## config.mk

```make
export PLATFORM = sky130hd
export DESIGN_NAME = uart_rx_flat
export DESIGN_NICKNAME = d
export VERILOG_FILES = /design/src/rtl/uart_rx_if.sv /design/src/rtl/uart_rx.sv /design/src/flat_wrapper.sv
export SDC_FILE = /design/constraint.sdc
export NUM_CORES = 1
export LEC_CHECK = 0
export BUFFER_PORTS_ARGS = -buffer_cell sky130_fd_sc_hd__buf_2
export CORE_ASPECT_RATIO = 0.75
export CORE_MARGIN = 2
export CORE_UTILIZATION = 51
export DETAILED_ROUTE_END_ITERATION = 12
export MAX_ROUTING_LAYER = met4
export PLACE_DENSITY_LB_ADDON = 0.3
export RECOVER_POWER = 25
export SETUP_SLACK_MARGIN = 0.1
export SLEW_MARGIN = 10
export SYNTH_ARGS = -nofsm -noshare
export SYNTH_HDL_FRONTEND = slang
export SYNTH_SLANG_ARGS = --single-unit
```

## constraint.sdc

```tcl
create_clock -name clk -period 1.9 [get_ports clk]
set_input_delay 0.38 -clock clk [delete_from_list [all_inputs] [get_ports clk]]
set_output_delay 0.38 -clock clk [all_outputs]
set_load 0.05 [all_outputs]
```

## src/rtl/uart_rx_if.sv

```systemverilog
// uart_rx output bundle: received byte, strobes, held temperature, busy.
// master drives (receiver), slave observes (downstream logic).
interface uart_rx_if;
  logic [7:0] data;
  logic       data_valid;
  logic       frame_err;
  logic [6:0] temp;
  logic       busy;

  modport master (
    output data,
    output data_valid,
    output frame_err,
    output temp,
    output busy
  );

  modport slave (
    input data,
    input data_valid,
    input frame_err,
    input temp,
    input busy
  );
endinterface

```

## src/rtl/uart_rx.sv

```systemverilog
// 8N1 UART receiver: 2-flop sync, mid-bit sampling, start/stop check.
// Ports: clk, nRST (async low), uart_rx_line, o_rx (uart_rx_if.master).
module uart_rx #(
  parameter int CLK_FREQ = 50_000_000,
  parameter int BAUD     = 115200
) (
  input  logic clk,
  input  logic nRST,
  input  logic uart_rx_line,
  uart_rx_if.master o_rx
);
  localparam int CLKS_PER_BIT = CLK_FREQ / BAUD;
  localparam int HALF = (CLKS_PER_BIT - 1) / 2;
  localparam int CLOG = $clog2(CLKS_PER_BIT);
  localparam int CW = (CLOG > 9) ? CLOG : 9;
  localparam logic [CW-1:0] LAST = CW'(CLKS_PER_BIT - 1);
  localparam logic [CW-1:0] MID = CW'(HALF);

  typedef enum logic [2:0] {
    IDLE, START, DATA, STOP, WAIT_IDLE
  } state_t;

  logic          r_s1;
  logic          r_s2;
  state_t        r_state;
  state_t        w_next;
  logic [CW-1:0] r_cnt;
  logic [2:0]    r_idx;
  logic [7:0]    r_sh;
  logic [7:0]    r_data;
  logic          r_dv;
  logic          r_fe;
  logic [6:0]    r_temp;
  logic          w_busy;
  logic          w_tick;
  logic          w_half;

  assign w_tick = (r_cnt == LAST);
  assign w_half = (r_cnt == MID);

  always_ff @(posedge clk or negedge nRST) begin
    if (!nRST) begin
      r_s1 <= 1'b1;
      r_s2 <= 1'b1;
    end else begin
      r_s1 <= uart_rx_line;
      r_s2 <= r_s1;
    end
  end

  always_ff @(posedge clk or negedge nRST) begin
    if (!nRST) r_state <= IDLE;
    else       r_state <= w_next;
  end

  always_comb begin
    w_next = r_state;
    unique case (r_state)
      IDLE:      if (!r_s2) w_next = START;
      START:     if (w_half) w_next = r_s2 ? IDLE : DATA;
      DATA:      if (w_tick && r_idx == 3'd7) w_next = STOP;
      STOP:      if (w_tick) w_next = r_s2 ? IDLE : WAIT_IDLE;
      WAIT_IDLE: if (r_s2) w_next = IDLE;
      default:   w_next = IDLE;
    endcase
  end

  always_ff @(posedge clk or negedge nRST) begin
    if (!nRST) begin
      r_cnt  <= '0;
      r_idx  <= '0;
      r_sh   <= '0;
      r_data <= '0;
      r_dv   <= 1'b0;
      r_fe   <= 1'b0;
      r_temp <= '0;
    end else begin
      r_dv <= 1'b0;
      r_fe <= 1'b0;
      unique case (r_state)
        IDLE: begin
          r_cnt <= '0;
          r_idx <= '0;
        end
        START: begin
          r_idx <= '0;
          r_cnt <= w_half ? '0 : r_cnt + 1'b1;
        end
        DATA: begin
          if (w_tick) begin
            r_cnt       <= '0;
            r_sh[r_idx] <= r_s2;
            r_idx       <= r_idx + 1'b1;
          end else begin
            r_cnt <= r_cnt + 1'b1;
          end
        end
        STOP: begin
          if (w_tick) begin
            r_cnt <= '0;
            if (r_s2) begin
              r_data <= r_sh;
              r_dv   <= 1'b1;
              // bit 7 set marks a non-temperature byte
              if (!r_sh[7]) r_temp <= r_sh[6:0];
            end else begin
              r_fe <= 1'b1;
            end
          end else begin
            r_cnt <= r_cnt + 1'b1;
          end
        end
        default: r_cnt <= '0;
      endcase
    end
  end

  always_comb begin
    w_busy = (r_state != IDLE);
  end

  assign o_rx.data       = r_data;
  assign o_rx.data_valid = r_dv;
  assign o_rx.frame_err  = r_fe;
  assign o_rx.temp       = r_temp;
  assign o_rx.busy       = w_busy;
endmodule

```

## src/flat_wrapper.sv

```systemverilog
// flat-port wrapper written by rule: the top's interface ports become plain ports
module uart_rx_flat 
#(
  parameter int CLK_FREQ = 50_000_000,
  parameter int BAUD     = 115200
)
  (clk, nRST, uart_rx_line, o_rx_data, o_rx_data_valid, o_rx_frame_err, o_rx_temp, o_rx_busy);
  uart_rx_if o_rx_i ();
  input  logic clk;
  input  logic nRST;
  input  logic uart_rx_line;
  output wire logic [$bits(o_rx_i.data)-1:0] o_rx_data;
  output wire logic [$bits(o_rx_i.data_valid)-1:0] o_rx_data_valid;
  output wire logic [$bits(o_rx_i.frame_err)-1:0] o_rx_frame_err;
  output wire logic [$bits(o_rx_i.temp)-1:0] o_rx_temp;
  output wire logic [$bits(o_rx_i.busy)-1:0] o_rx_busy;
  assign o_rx_data = o_rx_i.data;
  assign o_rx_data_valid = o_rx_i.data_valid;
  assign o_rx_frame_err = o_rx_i.frame_err;
  assign o_rx_temp = o_rx_i.temp;
  assign o_rx_busy = o_rx_i.busy;
  uart_rx #(.CLK_FREQ(CLK_FREQ), .BAUD(BAUD)) u_core (.clk(clk), .nRST(nRST), .uart_rx_line(uart_rx_line), .o_rx(o_rx_i));
endmodule
```

Yosys cells after proc, flatten, opt, wreduce, memory -nomap -nowiden
Cells that the tools add are included.
W data, S select, Z words.
{ "totals": {"ff_bits": 42, "out_inout_bits": 18, "word_cells": 62} }
{ "classes": {"n_addsub": 2, "order_cmp": 2, "eq_ne": 13, "n_mux": 22, "n_bitwise": 1, "reduce_logical": 12} }
{ "ops": {"columns": ["operator", "count"], "rows": [
  ["$mux W3", 7],
  ["$mux W9", 2],
  ["$pmux W9 S2", 1],
  ["$pmux W3 S5", 1],
  ["$ne A2 B1 Y1 const B", 5],
  ["$add A9 B1 Y9 const B", 1],
  ["$eq A9 B8 Y1 const B", 1],
  ["$eq A9 B9 Y1 const B", 1],
  ["$bwmux W8", 1],
  ["$mux W1", 7],
  ["$eq A3 B2 Y1 const B", 2],
  ["$eq A3 B3 Y1 const B", 2],
  ["$pmux W3 S2", 1],
  ["$reduce_and A5 Y1", 1],
  ["$lt A3 B4 Y1 const B", 1],
  ["$reduce_and A2 Y1", 2],
  ["$reduce_and A4 Y1", 1],
  ["$reduce_or A2 Y1", 2],
  ["$add A3 B1 Y3 const B", 1],
  ["$demux W1 S3", 1],
  ["$eq A3 B1 Y1 const B", 1],
  ["$ge A3 B1 Y1 const B", 1],
  ["$logic_not A3 Y1", 1],
  ["$reduce_and A3 Y1", 1],
  ["6 further kinds", 7]
]} }

Longest topological paths before layout
{ "logic_depth": {"word_depth": 5, "mapped_depth": 7} }

Least setup slack after synthesis
No wires, ideal clock.
{ "synth_path": {"path_type": "reg2reg", "from": "register u_core.r_cnt[1]", "to": "register u_core.r_sh[6]", "setup_time_ps": 125, "t_arrival_ps": 1822, "required_time_ps": 1775, "setup_slack_ps": -47, "path_stages_with_launch": 8, "n_path_buf": 1, "period_less_slack_ps": 1947, "path_cell_list": "dfrtp_1 > inv_1 > ha_1 > nand4bb_1 > or2_2 > buf_2 > nor4b_1 > mux2_2"} }
{ "synth_between": {"elab_chain_len": 2} }
{ "synth_rtl": {"columns": ["item", "line_no", "source"], "rows": [
  ["from (decl)", "uart_rx.sv:27", "logic [CW-1:0] r_cnt;"],
  ["from (signal assigned)", "uart_rx.sv:87", "r_cnt <= w_half ? '0 : r_cnt + 1'b1;"],
  ["from (signal assigned)", "uart_rx.sv:95", "r_cnt <= r_cnt + 1'b1;"],
  ["from (signal assigned)", "uart_rx.sv:110", "r_cnt <= r_cnt + 1'b1;"],
  ["$eq A9 B9 Y1", "uart_rx.sv:38", "assign w_tick = (r_cnt == LAST);"],
  ["$reduce_and A2 Y1 (no source line)", null, null],
  ["to (signal, indexed assignment)", "uart_rx.sv:92", "r_sh[r_idx] <= r_s2;"],
  ["to (decl)", "uart_rx.sv:29", "logic [7:0] r_sh;"]
]} }
Every way passes these cells.
A chain may end at the register's enable or synchronous reset.

Final worst setup path
{ "layout_path": {"from": "register u_core.r_cnt[0]", "to": "register u_core.r_cnt[1]"} }
{ "layout_between": {"elab_chain_len": 3, "word_cells_on_any_way": 6, "classes_between": "1 x add/sub; 2 x eq/ne; 3 x mux"} }
{ "layout_rtl": {"columns": ["item", "line_no", "source"], "rows": [
  ["$add A9 B1 Y9 (tied with other cells)", "uart_rx.sv:87, uart_rx.sv:95, uart_rx.sv:110", null],
  ["$mux W9, on equally long branches", "uart_rx.sv:90, uart_rx.sv:99, uart_rx.sv:87", null],
  ["$pmux W9 S2 (*)", "uart_rx.sv:80", "unique case (r_state)"]
]} }
Every way passes the cells marked *; elsewhere a longest branch is shown, timed or not.

==> results.toml <==
[status]
status = "finished with violations"
violations = "negative setup slack"

[drt]
dr_total_vias = 1362
vias_per_cell = 5.492
routed_wl_mm = 4.383
drt-initial-drc-count = 94
postRouteAntennaNets = 0
wire_per_inst_um = 17.67
drt_pass1_iterations = 4
drc = 0

[clock_tree]
cts-root-buf = "clkbuf_8"
holdBufCountCts = 0
numCtsBuffers = 5
cts_tree = "done"
path_clk_slew_ns = 0.07
htreeDepth = 2
clock_latency_ns = 0.30
clk_path_buf_depth = 2
cts.sinks = 42

[layout]
fin_nets = 203
num_antenna_cells = 0
syn_to_final_growth_pct = 35.40
drive_gt1_share_pct = 49.49
fin_util_pct = 70.79
fill_cells = 249
fin_cells = 248

[pwr]
p_sw_mw = 0.3280
p_leak_nw = 1.177
swShare_pct = 20.31
pwr-share-clk_pct = 42.8
peakVddDrop_v = 0.0004740
p_total_mw = 1.615
internal_power_mw = 1.287
power_density_mw_per_mm2 = 635.4
p_comb_share_pct = 1.3
seqPwrFrac_pct = 55.9

[yosys]
synthArstFlopShare_pct = 100.0
ys_seq_area_share_pct = 56.13
yosysWarnings = 0
syn_inst = 150
synth_edf_count = 0
synth_cell_types = 40
syn_nets = 158
synth_area_leaders = "dfrtp_1, mux2_2, ha_1"
ys.flop_type = "dfrtp_1"
synth_top_area_share_pct = 53.33
avgSynthCellArea_um2 = 12.51
yosysTopAreaCell = "dfrtp_1"
syn_area_mm2 = 0.001877
ys_ff_latch = 42

[worst_setup_path]
worstRegToRegCells = 6
critical_path_depth = 6
critical_path.startpoint = "u_core.r_cnt[0]"
max_stage_delay_ns = 0.45
crit_type = "register to register"
rr_startpoint = "u_core.r_cnt[0]"
cp-end-kind = "register"
r2r_slack_ns = -0.04
cp.arrival_ns = 2.11
critical_path_required_ns = 2.07
cp.buffers_inverters = 1
crit_family = "simple AND/OR/NAND/NOR gates"
cp-start-kind = "register"
critPathCapture = "u_core.r_cnt[1]"
worstPathCellList = "inv_1 > ha_1 > or4b_1 > or3_4 > a32oi_4 > nor2b_1"
reg2reg_to = "u_core.r_cnt[1]"
cp_slowest_cell = "or4b_1"
crit_fanout = 5

[placement]
dpl.cell_count = 230
portBuffers = 20
dpl.hpwl_mm = 2.615
gp_congestion = 0.7762

[die]
start_util_pct = 52.28
die_h_um = 56.54
die_x_um = 74.05
core_region_area_mm2 = 0.003590
rows = 19
io_pins = 21
die_area_mm2 = 0.004186

[sta]
layout_setup_ws_ns = -0.04191
slew_headroom_pct = 31.02
tightest_slew_ns = 1.035
min_period_over_period_pct = 102.2
max_freq_ghz = 0.5150
period_needed_ns = 1.942
drv_slew = 0
whs_ns = 0.1835
grt_setup_unrepaired = "yes"
finalSetupViolations = 5
hold_viol_final = 0
finalClockSkew_ns = 0.008730

[global_route]
grt_pass1_vias = 1365
grt_max_degree = 43
grt_pass1_wl_mm = 6.824
gr-usage-all-layers_pct = 22.67
grt.overflow.total = 0
antenna_found_initial = 0

[hold_path]
worstHoldStart = "uart_rx_line"
hp-class = "primary input to register"

[run]
drv_cap = 0
[cell type report]
class / instances / area (um^2) / share of cell area, %
clock buffer: 5 / 68.82 / 2.708
clock inverter: 3 / 40.04 / 1.576
inverter: 4 / 15.01 / 0.5908
multi-input combinational: 99 / 978.4 / 38.50
sequential: 42 / 1054 / 41.46
tap: 52 / 65.06 / 2.560
timing repair buffer: 43 / 320.3 / 12.60
[through the flow]
step | TNS, ns | setup slack [ns] | cell area [um^2]
2_1_floorplan | 0 | 0.03463 | 1909
3_3_place_gp | 0 | 0.001637 | 2148
3_5_place_dp | -0.3203 | -0.05031 | 2148
4_1_cts | 0 | 0.04514 | 2405
5_1_grt | -0.7013 | -0.1005 | 2541
6_report | -0.1480 | -0.04191 | 2541
[timing repair]
| item | 4_1_cts | 5_1_grt |
|---|---|---|
| buffers inserted | 6 | 3 |
| gates cloned | 1 | 0 |
| endpoints found under the setup margin | 33 | 38 |
| endpoints found under the hold margin | 0 | 0 |
| pin swaps | 7 | 6 |
| resized for setup | 13 | 27 |
[worst min-delay path by stage]
stage,to,slack (ns),depth (start not counted)
2_1_floorplan,u_core.o_rx.data[0],0.08,0
3_3_place_gp,u_core.r_s2,0.35,0
3_5_place_dp,u_core.r_s2,0.35,0
4_1_cts,u_core.r_sh[7],0.16,2
5_1_grt,u_core.r_s1,0.16,1
6_report,u_core.r_s1,0.18,1
[layout by cell type (no fill, tap or decap), drive strengths merged, types with 3 or more instances in the layout]
cell | synthesis | final
ha | 5 | 5
nor2 | 16 | 16
mux2 | 23 | 23
dfrtp | 40 | 40
nand3 | 6 | 6
nand2 | 6 | 6
nor3 | 6 | 6
inv | 4 | 4
buf | 2 | 42
xnor2 | 5 | 5
clkbuf | 4 | 6
nand4b | 3 | 3
[synth_stat cells (3+ instances only)]
cell,number
mux2_2,23
inv_1,4
nand4b_1,3
nand2_1,6
xnor2_1,5
nor2_1,14
nor3_1,6
dfrtp_1,40
ha_1,5
nand3_1,6
clkbuf_1,3
[flip-flops by register name, indices dropped and copies added, names as in the netlist, 3 cells and up]
name              flops
u_core.o_rx.temp      7
u_core.o_rx.data      8
u_core.r_idx          3
u_core.r_cnt          9
u_core.r_state        3
u_core.r_sh           8
[logic make-up after synthesis]
logic type / after synthesis / synth area share, %
simple gates: 53 / 16.00
fa+ha+maj: 5 / 3.333
xor+xnor: 7 / 3.267
buf+inv: 10 / 2.132
compound gates: 10 / 5.334
flops: 42 / 56.13
mux: 23 / 13.80
[power groups by stage]
stage,Clock (mW),Sequential [mW],Combinational (mW)
finish,0.691,0.902,0.0214
global route,0.743,0.903,0.0254
CTS,0.700,0.902,0.0227
detailed placement,0,0.919,0.0226
global placement,0,0.919,0.0215
floorplan,0,0.916,0.00333
[metal layers]
layer	wire length, um	part of all wire [%]	vias to the layer above	global-route usage [%]
met5	0	0	-	-
met4	76	1.7	0	5.455
met3	219	5.0	8	7.002
met2	2116	48	43	32.27
met1	1970	45	684	32.02
li1	-	-	627	-
No activity file was read; power rests on OpenSTA's default activity.
